## config.mk

```make
export PLATFORM = sky130hd
export DESIGN_NAME = uart_debug_loader
export DESIGN_NICKNAME = d
export VERILOG_FILES = /design/src/rtl/uart_debug_loader_pkg.sv /design/src/rtl/byte_timeout.sv /design/src/rtl/uart_debug_loader.sv
export SDC_FILE = /design/constraint.sdc
export NUM_CORES = 1
export LEC_CHECK = 0
export CORE_MARGIN = 1
export CORE_UTILIZATION = 52
export DETAILED_ROUTE_END_ITERATION = 16
export GPL_TIMING_DRIVEN = 0
export PLACE_DENSITY = 0.77
export SYNTH_ARGS = -nofsm -noshare
export SYNTH_HDL_FRONTEND = slang
export SYNTH_SLANG_ARGS = --single-unit
export TNS_END_PERCENT = 10
```

## constraint.sdc

```tcl
create_clock -name CLK -period 3 [get_ports CLK]
set_input_delay 0.6 -clock CLK [delete_from_list [all_inputs] [get_ports CLK]]
set_output_delay 0.6 -clock CLK [all_outputs]
set_load 0.02 [all_outputs]
```

## src/rtl/uart_debug_loader_pkg.sv

```systemverilog
// rtl/uart_debug_loader_pkg.sv - shared state encoding, byte order and defaults for the UART debug loader
package uart_debug_loader_pkg;

  typedef enum logic [2:0] {
    ST_RECV      = 3'd0,
    ST_STEP_LO   = 3'd1,
    ST_STEP_HI   = 3'd2,
    ST_SETTLE    = 3'd3,
    ST_TX_ISSUE  = 3'd4,
    ST_TX_WAITHI = 3'd5,
    ST_TX_WAITLO = 3'd6
  } state_t;

  localparam logic        LITTLE_ENDIAN      = 1'b1;
  localparam logic [23:0] DEF_TIMEOUT_CYCLES = 24'd1200000;
  localparam logic [3:0]  DEF_SETTLE_CYCLES  = 4'd2;

  function automatic logic [1:0] byte_lane(input logic [1:0] idx);
    return LITTLE_ENDIAN ? idx : 2'd3 - idx;
  endfunction

endpackage

```

## src/rtl/byte_timeout.sv

```systemverilog
// rtl/byte_timeout.sv - inter-byte idle counter that saturates at LIMIT-1 and flags expiry
module byte_timeout
  import uart_debug_loader_pkg::*;
#(
  parameter logic [23:0] LIMIT = DEF_TIMEOUT_CYCLES
) (
  input  logic i_clk,
  input  logic i_rst,
  input  logic i_clr,
  input  logic i_en,
  output logic o_expired
);

  logic [23:0] r_count;

  always_ff @(posedge i_clk) begin
    if (i_rst || i_clr) begin
      r_count <= '0;
    end else if (i_en && !o_expired) begin
      r_count <= r_count + 24'd1;
    end
  end

  assign o_expired = (r_count == LIMIT - 24'd1);

endmodule

```

## src/rtl/uart_debug_loader.sv

```systemverilog
// rtl/uart_debug_loader.sv - assembles 4 RX bytes into testWord, pulses stepClock, returns result over TX
module uart_debug_loader
  import uart_debug_loader_pkg::*;
#(
  parameter logic [23:0] TIMEOUT_CYCLES = DEF_TIMEOUT_CYCLES,
  parameter logic [3:0]  SETTLE_CYCLES  = DEF_SETTLE_CYCLES,
  parameter int          RESULT_BYTES   = 2
) (
  input  logic        CLK,
  input  logic        RST,
  input  logic [7:0]  RXbuffer,
  input  logic        RXready,
  input  logic        TXbusy,
  input  logic [15:0] result,
  output logic [7:0]  TXbuffer,
  output logic        TXstart,
  output logic [31:0] testWord,
  output logic        stepClock,
  output logic        busy,
  output logic        overrun
);

  state_t      r_state;
  state_t      w_next;
  logic [1:0]  r_cnt;
  logic [31:0] r_shadow;
  logic [31:0] w_shadow_next;
  logic [3:0]  r_settle;
  logic [15:0] r_capture;
  logic        r_tx_idx;
  logic        w_rx_accept;
  logic        w_commit;
  logic        w_to_en;
  logic        w_to_clr;
  logic        w_expired;
  logic        w_settled;
  logic        w_tx_fire;
  logic        w_tx_last;

  assign w_rx_accept = (r_state == ST_RECV) && RXready;
  assign w_commit    = w_rx_accept && (r_cnt == 2'd3);
  assign w_to_en     = (r_state == ST_RECV) && (r_cnt != 2'd0) && !RXready;
  assign w_to_clr    = w_rx_accept || (w_to_en && w_expired);
  assign w_settled   = (r_settle == SETTLE_CYCLES - 4'd1);
  assign w_tx_fire   = (r_state == ST_TX_ISSUE) && !TXbusy;
  assign w_tx_last   = (int'(r_tx_idx) == RESULT_BYTES - 1);

  byte_timeout #(.LIMIT(TIMEOUT_CYCLES)) u_timeout (
    .i_clk     (CLK),
    .i_rst     (RST),
    .i_clr     (w_to_clr),
    .i_en      (w_to_en),
    .o_expired (w_expired)
  );

  // Shadow with the incoming byte merged, so the commit edge sees the full word.
  always_comb begin
    w_shadow_next = r_shadow;
    w_shadow_next[{byte_lane(r_cnt), 3'b000} +: 8] = RXbuffer;
  end

  always_ff @(posedge CLK) begin
    if (RST) r_state <= ST_RECV;
    else     r_state <= w_next;
  end

  always_comb begin
    w_next = r_state;
    case (r_state)
      ST_RECV:      if (w_commit) w_next = ST_STEP_LO;
      ST_STEP_LO:   w_next = ST_STEP_HI;
      ST_STEP_HI:   w_next = ST_SETTLE;
      ST_SETTLE:    if (w_settled) w_next = ST_TX_ISSUE;
      ST_TX_ISSUE:  if (!TXbusy) w_next = ST_TX_WAITHI;
      ST_TX_WAITHI: if (TXbusy) w_next = ST_TX_WAITLO;
      ST_TX_WAITLO: if (!TXbusy) w_next = w_tx_last ? ST_RECV : ST_TX_ISSUE;
      default:      w_next = ST_RECV;
    endcase
  end

  always_ff @(posedge CLK) begin
    if (RST) begin
      TXbuffer  <= '0;
      TXstart   <= 1'b0;
      testWord  <= '0;
      stepClock <= 1'b1;
      busy      <= 1'b0;
      overrun   <= 1'b0;
      r_cnt     <= '0;
      r_shadow  <= '0;
      r_settle  <= '0;
      r_capture <= '0;
      r_tx_idx  <= 1'b0;
    end else begin
      TXstart <= 1'b0;
      if (RXready && busy) overrun <= 1'b1;
      if (w_rx_accept) begin
        r_shadow <= w_shadow_next;
        r_cnt    <= w_commit ? 2'd0 : r_cnt + 2'd1;
      end else if (w_to_en && w_expired) begin
        r_cnt <= 2'd0;
      end
      if (w_commit) begin
        testWord <= w_shadow_next;
        busy     <= 1'b1;
      end
      if (r_state == ST_STEP_LO) stepClock <= 1'b0;
      if (r_state == ST_STEP_HI) begin
        stepClock <= 1'b1;
        r_settle  <= '0;
      end
      if (r_state == ST_SETTLE) begin
        if (w_settled) begin
          r_capture <= result;
          r_tx_idx  <= 1'b0;
        end else begin
          r_settle <= r_settle + 4'd1;
        end
      end
      if (w_tx_fire) begin
        TXbuffer <= r_tx_idx ? r_capture[15:8] : r_capture[7:0];
        TXstart  <= 1'b1;
      end
      if ((r_state == ST_TX_WAITLO) && !TXbusy) begin
        if (w_tx_last) busy <= 1'b0;
        else           r_tx_idx <= r_tx_idx + 1'b1;
      end
    end
  end

endmodule
```

==> metrics <==
type of origin of the critical path register; max incr delay on CP 0.86 ns; die height 101 um; CTS clk-pin slew, worst paths 0.06 ns; die area 10,200 um2; post-CTS setup buffers 0; RSZ-0062 raised after global routing no; Cells after DPL 795; share of cells above drive strength 1 7.59%; buffers plus inverters on the worst setup path 1; Hold/Removal Path Class register to register; Hold Path Sink r_capture[8]$_SDFFE_PP0P_; Tmin final 2.60 ns; WL/cell 15.9 um; CP Max Fanout 8; Iter 0 DRT Violations 275; outcome finished clean; Synth Warn # 0; Max Slew Vio Count 0; CTS Buf Count 17; CP delay by family, top simple AND/OR/NAND/NOR gates; cell leakage power 2.20 nW; skew final 0.00990 ns; via count 4,658; Setup CP Type register to register; core area 9330 um2; Area Growth Syn to Fin 30.0%; initial core utilization 54.4%; Setup-failing EPs final 0; nets 721; Die Width 101 um; WP data required 3.43 ns; synthesis-stage register bit count 118; Final Cycle Share 86.7%; maximum clock path buffer count 2; Max-cap violations 0; Post-Synthesis Cell Area 5070 um2; residual DRC count 0; CTS tree built; number of I/O port buffers 71; cells along the critical path inv_1 > ha_1 > nor3_1 > a21oi_1 > a211oi_1; area occupied by multi-input gates 2510 um2; hold_sp r_capture[8]$_SDFFE_PP0P_; r2r worst-path depth 5; # clock sinks 118; worst vdd ir 369 uV; Final Routed Wirelength 13.2 mm; Filler Cell Count 727; Non-Filler Instances 827; Slew @ Worst Pin 1.03 ns; routed vias/inst 5.63; Pwr Density 631 nW/um2; number of synthesized flops with an enable pin 0; Routed Antenna Nets 0; Netlist cell types 53; Reg area 2360 um2; predominant post-synthesis flop cell dfxtp_1; Total GRT Usage 27.5%; FMAX 385 MHz; Clk Latency, worst-skew pair 0.53 ns; top cell type's share of synthesized area 46.5%; worst r2r src r_cnt[0]$_SDFFE_PP0P_; Syn Area/Cell 8.53 um2; R2R setup slack 0.40 ns; setup TNS 0 ns; vias in the first global route 4,401; Hold Path Cell Cnt 2; Seq/Total Area, Yosys 46.5%; H-Tree Depth 4; Critical Path End Type register; Post-CTS Hold Fix Bufs 0; CTS root buf clkbuf_8; global-route wire length before repair 21.4 mm; slowest stage cell, crit path nor3_1; slew margin rel. 30.8%; CP arrival 3.03 ns; antenna cell count 0; grt ovf 0; Fin. Hold Viols 0; Synth area leaders dfxtp_1, a211oi_1, nor2_1; # resized after CTS 0; gpl congestion 0.856; TritonRoute pass-1 iters 5; row count 35; largest net degree at the start of global routing 17; Post-Synthesis Cells 595; asr flop ratio synth 0%; post-synth top area cell dfxtp_1; initial antenna violation count 0; Top Ports 72; post-DP HPWL 8.88 mm; syn nets 631; RR Endpoint r_shadow[1]$_SDFFE_PP0P_
## per-stage QoR
stage               hold slack [ns]  power, W  area (um2)  setup WS (ns)  util [%]
floorplan                     0.436   0.00184        5070          0.799         -
global placement              0.441   0.00195        5950          0.266      63.8
detailed placement            0.446   0.00196        5950          0.168      63.8
CTS                           0.455   0.00418        6600          0.491      70.7
global route                  0.480   0.00429        6600          0.202      70.7
finish                        0.457   0.00416        6600          0.400      70.7
## layout by cell type, fill, tap and decap left out, drive strengths merged, types with 2 or more instances in the layout
| cell | count |
|---|---|
| and3 | 2 |
| clkinv | 4 |
| xor2 | 10 |
| o21ai | 10 |
| a21oi | 58 |
| and2 | 2 |
| or3 | 5 |
| nand4 | 7 |
| or4 | 3 |
| nor4 | 5 |
| ha | 8 |
| clkdlybuf4s50 | 71 |
| nor2b | 28 |
| inv | 9 |
| buf | 12 |
| nor4bb | 4 |
| dfxtp | 118 |
| xnor2 | 6 |
| clkinvlp | 2 |
| a22oi | 2 |
| nand2 | 73 |
| clkbuf | 44 |
| and4 | 2 |
| nor3 | 11 |
| o31ai | 2 |
| nand3 | 13 |
| mux2i | 10 |
| nand2b | 4 |
| a211oi | 58 |
| nor2 | 92 |
| nor4b | 4 |
| bufinv | 5 |
## logic make-up after synthesis
logic type	synth area share [%]
and+or+nand+nor	25.1
AOI/OAI and AO/OA	17.6
DFF	46.5
buffers and inverters	4.07
xor gates and xnor gates	2.76
muxes	1.97
adders and majority gates	1.97
## worst min-delay path, cell delays in order, from the launching register on
cell and delay [ns]:
dfxtp_1 0.31, nand2_1 0.05, a21oi_1 0.05
## registers in the layout (all words and copies together), names as in the netlist
register / cells
testWord: 32
r_shadow: 24
u_timeout.r_count: 24
r_capture: 16
TXbuffer: 8
r_settle: 4
r_state: 3
r_cnt: 2
TXstart: 1
busy: 1
overrun: 1
r_tx_idx: 1
stepClock: 1
## power by group
group	switching, W	internal (W)	leakage [nW]
sequential	0.0000214	0.00161	0.956
clock	0.000762	0.00146	0.312
combinational	0.000187	0.000123	0.927
total	0.000970	0.00319	2.20
## area by class of cell
cell class / instances / share of cell area, %
Buffer: 38 / 2.79
Multi-Input combinational cell: 433 / 38.0
Tap cell: 129 / 2.45
Inverter: 6 / 0.341
Clock inverter: 14 / 3.38
Sequential cell: 118 / 35.8
Timing Repair Buffer: 71 / 10.8
Clock buffer: 18 / 6.49
## synthesized netlist by cell type (all sizes together) (2+ instances only)
cell and instances:
nor2b 28, nor3 11, nor4b 4, xnor2 6
or3 5, clkbuf 26, dfxtp 118, and3 2
nor4bb 4, and4 2, o31ai 2, a22oi 2
nand3 13, a21oi 58, buf 12, xor2 10
o21ai 10, and2 2, a211oi 58, inv 6
nand2b 4, ha 8, mux2i 10, nand4 7
or4 3, nor4 5, nor2 92, nand2 73
## metal layers
metal  GRT usage (%)  vias to the layer above  part of all wire [%]
met1            35.3                     2218                    44
li1                -                     2269                     -
met2            43.9                      152                    48
met3            7.63                       19                   6.1
met5               0                        -                     0
met4            10.6                        0                   1.4
## worst max path at each step
stage	start	end	slack, ns	depth (start not counted)
CTS	r_cnt[0]$_SDFFE_PP0P_	r_shadow[1]$_SDFFE_PP0P_	0.49	5
finish	r_cnt[0]$_SDFFE_PP0P_	r_shadow[1]$_SDFFE_PP0P_	0.40	5
global placement	RXready	testWord[16]$_SDFFE_PP0P_	0.27	7
floorplan	r_cnt[0]$_SDFFE_PP0P_	u_timeout.r_count[7]$_SDFFE_PP0P_	0.80	7
detailed placement	RXready	testWord[17]$_SDFFE_PP0P_	0.17	7
global route	r_cnt[0]$_SDFFE_PP0P_	r_shadow[6]$_SDFFE_PP0P_	0.20	5
Note: power is estimated with default switching activity, not from simulation.
